[config.mk]
export PLATFORM = sky130hd
export DESIGN_NAME = comp_seq_ctrl
export DESIGN_NICKNAME = d
export VERILOG_FILES = /design/src/rtl/comp_seq_ctrl.sv
export SDC_FILE = /design/constraint.sdc
export NUM_CORES = 1
export LEC_CHECK = 0
export BUFFER_PORTS_ARGS = -buffer_cell sky130_fd_sc_hd__clkbuf_2
export CAP_MARGIN = 20
export CORE_UTILIZATION = 47
export CTS_BUF_LIST = sky130_fd_sc_hd__clkbuf_16
export DETAILED_ROUTE_END_ITERATION = 6
export GPL_ROUTABILITY_DRIVEN = 0
export PLACE_DENSITY = 0.77
export SLEW_MARGIN = 30
export SYNTH_ARGS = -nofsm -noshare
export SYNTH_HDL_FRONTEND = slang
export SYNTH_SLANG_ARGS = --single-unit
[constraint.sdc]
create_clock -name clk -period 2.9 [get_ports clk]
set_input_delay 0.145 -clock clk [delete_from_list [all_inputs] [get_ports clk]]
set_output_delay 0.145 -clock clk [all_outputs]
set_load 0.005 [all_outputs]
[src/rtl/comp_seq_ctrl.sv]
// Multi-cycle unsigned magnitude compare, one SLICE-bit slice per cycle,
// MSB slice first, stopping at the first unequal slice.
module comp_seq_ctrl #(
  parameter int WIDTH = 16,
  parameter int SLICE = 4
) (
  input  logic                              clk,
  input  logic                              rst,
  input  logic                              in_valid,
  output logic                              in_ready,
  input  logic [WIDTH-1:0]                  a,
  input  logic [WIDTH-1:0]                  b,
  output logic                              res_valid,
  input  logic                              res_ready,
  output logic                              lt,
  output logic                              eq,
  output logic                              gt,
  output logic [$clog2(WIDTH/SLICE):0]      slices_used,
  output logic                              busy
);

  localparam int NSLICE = WIDTH / SLICE;
  localparam int IW     = (NSLICE > 1) ? $clog2(NSLICE) : 1;
  localparam int CW     = $clog2(NSLICE) + 1;

  localparam logic [1:0] S_IDLE = 2'd0;
  localparam logic [1:0] S_CMP  = 2'd1;
  localparam logic [1:0] S_DONE = 2'd2;

  if ((WIDTH % SLICE) != 0 || WIDTH < SLICE) begin : g_bad_width
    $error("comp_seq_ctrl: WIDTH must be a non-zero multiple of SLICE");
  end

  logic [1:0]       state;
  logic [WIDTH-1:0] a_q;
  logic [WIDTH-1:0] b_q;
  logic [IW-1:0]    idx;
  logic [CW-1:0]    cnt;
  logic [CW-1:0]    cnt_nx;
  logic [SLICE-1:0] a_sl;
  logic [SLICE-1:0] b_sl;
  logic             sl_gt;
  logic             sl_lt;
  logic             sl_last_eq;

  // Operands shift up each step, so the live slice always sits at the top.
  assign a_sl       = a_q[WIDTH-1 -: SLICE];
  assign b_sl       = b_q[WIDTH-1 -: SLICE];
  assign sl_gt      = a_sl > b_sl;
  assign sl_lt      = a_sl < b_sl;
  assign sl_last_eq = (a_sl == b_sl) && (idx == '0);
  assign cnt_nx     = cnt + CW'(1);

  assign in_ready  = (state == S_IDLE);
  assign res_valid = (state == S_DONE);
  assign busy      = (state != S_IDLE);

  always_ff @(posedge clk) begin
    if (rst) begin
      state       <= S_IDLE;
      a_q         <= '0;
      b_q         <= '0;
      idx         <= '0;
      cnt         <= '0;
      lt          <= 1'b0;
      eq          <= 1'b0;
      gt          <= 1'b0;
      slices_used <= '0;
    end else begin
      unique case (state)
        S_IDLE: begin
          if (in_valid) begin
            a_q   <= a;
            b_q   <= b;
            idx   <= IW'(NSLICE - 1);
            cnt   <= '0;
            state <= S_CMP;
          end
        end
        S_CMP: begin
          cnt <= cnt_nx;
          idx <= idx - IW'(1);
          a_q <= a_q << SLICE;
          b_q <= b_q << SLICE;
          unique case (1'b1)
            sl_gt: begin
              gt          <= 1'b1;
              slices_used <= cnt_nx;
              state       <= S_DONE;
            end
            sl_lt: begin
              lt          <= 1'b1;
              slices_used <= cnt_nx;
              state       <= S_DONE;
            end
            sl_last_eq: begin
              eq          <= 1'b1;
              slices_used <= cnt_nx;
              state       <= S_DONE;
            end
            default: ;
          endcase
        end
        S_DONE: begin
          if (res_ready) begin
            lt    <= 1'b0;
            eq    <= 1'b0;
            gt    <= 1'b0;
            state <= S_IDLE;
          end
        end
        default: state <= S_IDLE;
      endcase
    end
  end

endmodule

==> Word level (Yosys, flattened, before mapping) <==
Cells that the tools add are included.
{ "word_totals": {"output_inout_bits": 9, "register_bits": 45, "elab_cells": 54} }
{ "classes": {"eq_ne": 9, "mux": 19, "addsub": 2, "n_reduce_logical": 13, "order_cmp": 2} }
{ "ops": {"columns": ["op", "count"], "rows": [
  ["16-bit case mux with 2 select lines", 2],
  ["16-bit 2-to-1 mux", 2],
  ["3-bit AND reduction", 4],
  ["2-bit inequality test, second input constant", 5],
  ["2-bit 2-to-1 mux", 4],
  ["1-bit case mux with 2 select lines", 3],
  ["2-bit case mux with 3 select lines", 1],
  ["3-bit case mux with 2 select lines", 1],
  ["2-bit nonzero test", 3],
  ["4-bit == test", 1],
  ["4-bit > comparator", 1],
  ["2-bit zero test", 2],
  ["4-bit less-than comparator", 1],
  ["1-bit 2-to-1 mux", 4],
  ["2-bit case mux with 2 select lines", 1],
  ["2-bit AND reduction", 2],
  ["3-bit by 1-bit adder with 3-bit output, second input constant", 1],
  ["3-bit 2-to-1 mux", 1],
  ["3-bit OR reduction", 1],
  ["2-bit by 1-bit == test with 1-bit output, second input constant", 1],
  ["2-bit == test, second input constant", 1],
  ["2-bit by 1-bit inequality test with 1-bit output, second input constant", 1],
  ["2-bit by 1-bit subtractor with 2-bit output, second input constant", 1],
  ["1-bit logical AND", 1]
]} }

==> Longest topological paths before layout <==
{ "depth": {"word_depth": 5, "depth_mapped": 9, "ltp_nobuf": 7} }

==> Worst setup path before layout <==
No wires, ideal clock.
{ "synth_timing": {"kind": "reg-to-reg", "startpoint": "reg b_q[15]", "endpoint": "reg slices_used[0]", "period_less_slack_ns": 1.519, "stages_incl_launch_ff": 7, "path_slack_ns": 1.381, "required_ns": 2.809, "n_path_buf": 0, "arrival_ns": 1.428, "path_cell_list": "dfxtp_1 inv_1 ha_1 a21oi_1 a211o_1 a21oi_1 a311oi_1"} }
{ "synth_via": {"elab_chain_cells": 4} }
{ "synth_lines": {"columns": ["item", "line_no", "source"], "rows": [
  ["start: declaration", "36", "logic [WIDTH-1:0] b_q;"],
  ["start signal: assignment", "84", "b_q <= b_q << SLICE;"],
  ["branches (longest 2 deep; another with 4-bit > comparator)", null, null],
  ["3-bit OR reduction (no source line) (*)", null, null],
  ["2-bit AND reduction (no source line) (*)", null, null],
  ["end signal: assignment", "88", "slices_used <= cnt_nx;"],
  ["end signal: assignment", "93", "slices_used <= cnt_nx;"],
  ["end signal: assignment", "98", "slices_used <= cnt_nx;"],
  ["end: declaration", "18", "output logic [$clog2(WIDTH/SLICE):0] slices_used,"]
]} }
Mark *: on every way between the ends.
A chain may end at the register's enable or synchronous reset.

==> Worst setup path in the final report <==
{ "layout_timing": {"startpoint": "reg state[1]", "endpoint": "reg a_q[11]"} }
{ "layout_via": {"elab_chain_cells": 3} }
{ "layout_lines": {"columns": ["item", "line_no", "source"], "rows": [
  ["start: declaration", "34", "logic [1:0] state;"],
  ["start signal: assignment", "60", "state <= S_IDLE;"],
  ["start signal: assignment", "77", "state <= S_CMP;"],
  ["start signal: assignment", "89", "state <= S_DONE;"],
  ["2-bit by 1-bit == test with 1-bit output or 2-bit zero test (tied branches)", "70", "unique case (state)"],
  ["2-bit nonzero test (no source line) or 2-bit inequality test (tied branches)", null, null],
  ["2-bit AND reduction (no source line)", null, null],
  ["end signal: assignment", "83", "a_q <= a_q << SLICE;"],
  ["end: declaration", "35", "logic [WIDTH-1:0] a_q;"]
]} }
Parallel ways exist; a longest one is shown, timed or not.

==> key figures <==
Clocking
  – Setup Buffers After CTS: 0
  – H-tree Lvls: 2
  – Clock Tree Root: clkbuf_16
  – Clock Latency Late Sink: roughly 290 ps
  – Post-CTS sizing: 0
  – Clock slew at reported path FFs: 60 ps
  – Deepest clock path buffer count: 2
  – Clk sinks: 45
  – TritonCTS clock tree: built
  – CTS Buf Count: 5
  – CTS Hold Bufs: 0

Layout
  – Filler cells: 459
  – Final #Nets: 338
  – Finished Cell Area: 2680 um^2
  – Area grow syn2layout: 15.5%
  – Layout cell share with drive strength beyond 1: 0.235
  – Commonest cells after routing, fill and taps aside: nor2_1, dfxtp_1, clkbuf_2
  – Final Util: 0.564
  – Antenna Cells: 0
  – Commonest non-fill, non-tap cell in the layout: nor2_1

Power and ir drop
  – Int Power: 1.81 mW
  – Worst vdd ir: 0.422 mV
  – Comb pwr share: 0.505
  – Net Sw Frac: 0.417
  – Net switching power: 1.29 mW
  – Flop pwr share: 0.320
  – Total Power: 3.10 mW
  – Pwr Density: about 1200 nW/um^2
  – Lkg Pwr: about 1.1 nW
  – Clock power frac: 0.175

STA
  – Fmax achieved: 0.466 GHz
  – Final setup viols: 0
  – RSZ-0062 raised after global routing: false
  – Tcrit/Tclk final: 0.740
  – Setup Skew: 4.93 ps
  – Setup ws final: between 700 and 800 ps
  – Max-slew violation count: 0
  – Final hold viol count: 0
  – Worst Tran Pin Value: ~980 ps
  – Worst rel slew slack: 0.344
  – Setup tns final: 0 ps
  – Post-route minimum period: approximately 2100 ps

Floorplan
  – Ports: 45
  – Die Y: around 72 um
  – Starting density of the core: 0.489
  – Die X: slightly above 70 um
  – Core Rows: 25
  – Core area: ~4800 um^2
  – Die area: 5230 um^2

Critical path
  – Worst path arrival time: 2320 ps
  – Worst path bufs/invs: 2
  – CP Class: register to register
  – Slowest-stage cell, CP: ha_2
  – WP data required: between 3000 and 4000 ps
  – CP cell instances: inv_1 -> ha_2 -> nand2b_1 -> nand2_1 -> buf_4 -> nor2_1 -> a211oi_1
  – Family with the most delay on the worst path: adder cells
  – Crit path max fanout: 48
  – CP Capture Type: register
  – Worst path max stage delay: around 550 ps
  – Crit path launch type: register

Yosys
  – Syn avg cell area: 8.97 um^2
  – Seq/Total Area, Yosys: 0.388
  – Synth Flop Type: dfxtp_1
  – Post-synth top area share: 0.388
  – Post-synth EDFFs: 0
  – Register bit total from synthesis: 45
  – Synth area leaders: dfxtp_1, mux2i_1, nor2_1, a211oi_2, a211oi_1
  – Synth area leader: dfxtp_1
  – Asr flop ratio synth: 0
  – Mapped cell area: 2320 um^2
  – Net Count, Synth: approximately 300
  – Synth Warn #: 0
  – Cell variety after synth: 34
  – Syn Inst Count: ~260

Global route
  – First-pass GRT wire length: just under 8 mm
  – Global route total overflow: 0
  – Vias in the first global route: about 1700
  – Initial antenna violation count: 0
  – GRT Util Overall: 0.192
  – Largest net degree at the start of global routing: 49

Drt
  – Detailed Route WL: 4.72 mm
  – Routed Antenna Nets: 0
  – DR iter-0 viols: 107
  – Vias: 1929
  – Drt first pass iters: 4
  – DR DRC count: 0
  – Drt via density: 5.34
  – Wire length per cell: between 10 and 15 um

Placement
  – Quantity of I/O buffers inserted on ports: 44
  – HPWL after DPL: 3.27 mm
  – Area post-placement: 2540 um^2
  – Place WS: 801 ps

Status
  – Outcome: completed

Min path
  – Worst hold path class: input pin to register

Job
  – Max-cap viol count: 0
-- synthesized netlist by cell type (2+ instances only) --
cell type / count
nand2_1: 8
nor2b_1: 9
clkbuf_1: 5
mux2i_1: 29
a211oi_1: 17
o21ai_0: 5
inv_1: 13
dfxtp_1: 45
xnor2_1: 2
ha_1: 9
nand3_1: 4
a21oi_1: 15
nor2_1: 46
a31oi_1: 9
nand2b_1: 3
buf_2: 9
a311oi_1: 2
a211oi_2: 11
buf_6: 2
buf_4: 2
-- final timing paths --
check | start | to | slack [ps] | cells past startpoint
setup / recovery | state[1] | a_q[11] | 750 | 7
hold / removal | a[9] | a_q[9] | 180 | 3
setup reg to reg | state[1] | a_q[11] | 750 | 7
hold reg to reg | slices_used[1] | slices_used[1] | 480 | 2
-- power groups by stage --
stage | logic [mW] | clock network, mW | registers, mW
after CTS | 1.57 | 0.555 | 0.995
after global routing | 1.75 | 0.572 | 1.02
after detailed placement | 1.56 | 0 | 1.01
after floorplan | 1.32 | 0 | 0.970
final | 1.57 | 0.544 | 0.994
after global placement | 1.51 | 0 | 0.997
-- cell type report --
type	count	area, um^2	area share
Tap cell	67	83.8	0.0313
Multi-Input combinational cell	181	1270	0.472
Timing Repair Buffer	46	235	0.0877
Clock buffer	5	125	0.0466
Inverter	14	52.6	0.0196
Clock inverter	3	17.5	0.00653
Sequential cell	45	901	0.336
-- routing by layer --
metal	vias to the layer above	share of wire	track usage
met5	-	0	0
met3	10	0.042	0.0361
met4	0	0.020	0.0937
met1	880	0.46	0.228
met2	50	0.48	0.332
li1	989	-	-
-- tightest hold or removal path, cell delays in order --
cell and delay (ps):
clkbuf_2 80, mux2i_1 120, a211oi_1 80
-- cell families after synthesis --
| logic type | share of synthesized area |
|---|---|
| AO/OA/AOI/OAI | 0.223 |
| buffers and inverters | 0.0678 |
| XOR/XNOR | 0.0113 |
| AND/OR/NAND/NOR | 0.137 |
| adder cells (fa/ha/maj) | 0.0485 |
| flip-flops | 0.388 |
| multiplexers | 0.125 |
-- sequential cells by signal (all words and copies together) (netlist names) --
signal / cells
state: 2
idx: 2
eq: 1
gt: 1
b_q: 16
a_q: 16
cnt: 3
slices_used: 3
lt: 1
-- through the flow --
step	hold WS, ps	instances
after detailed placement	478	353
final	183	361
after floorplan	379	259
after CTS	186	361
after global placement	474	353
after global routing	213	361
(Power assumes the default switching activity.)
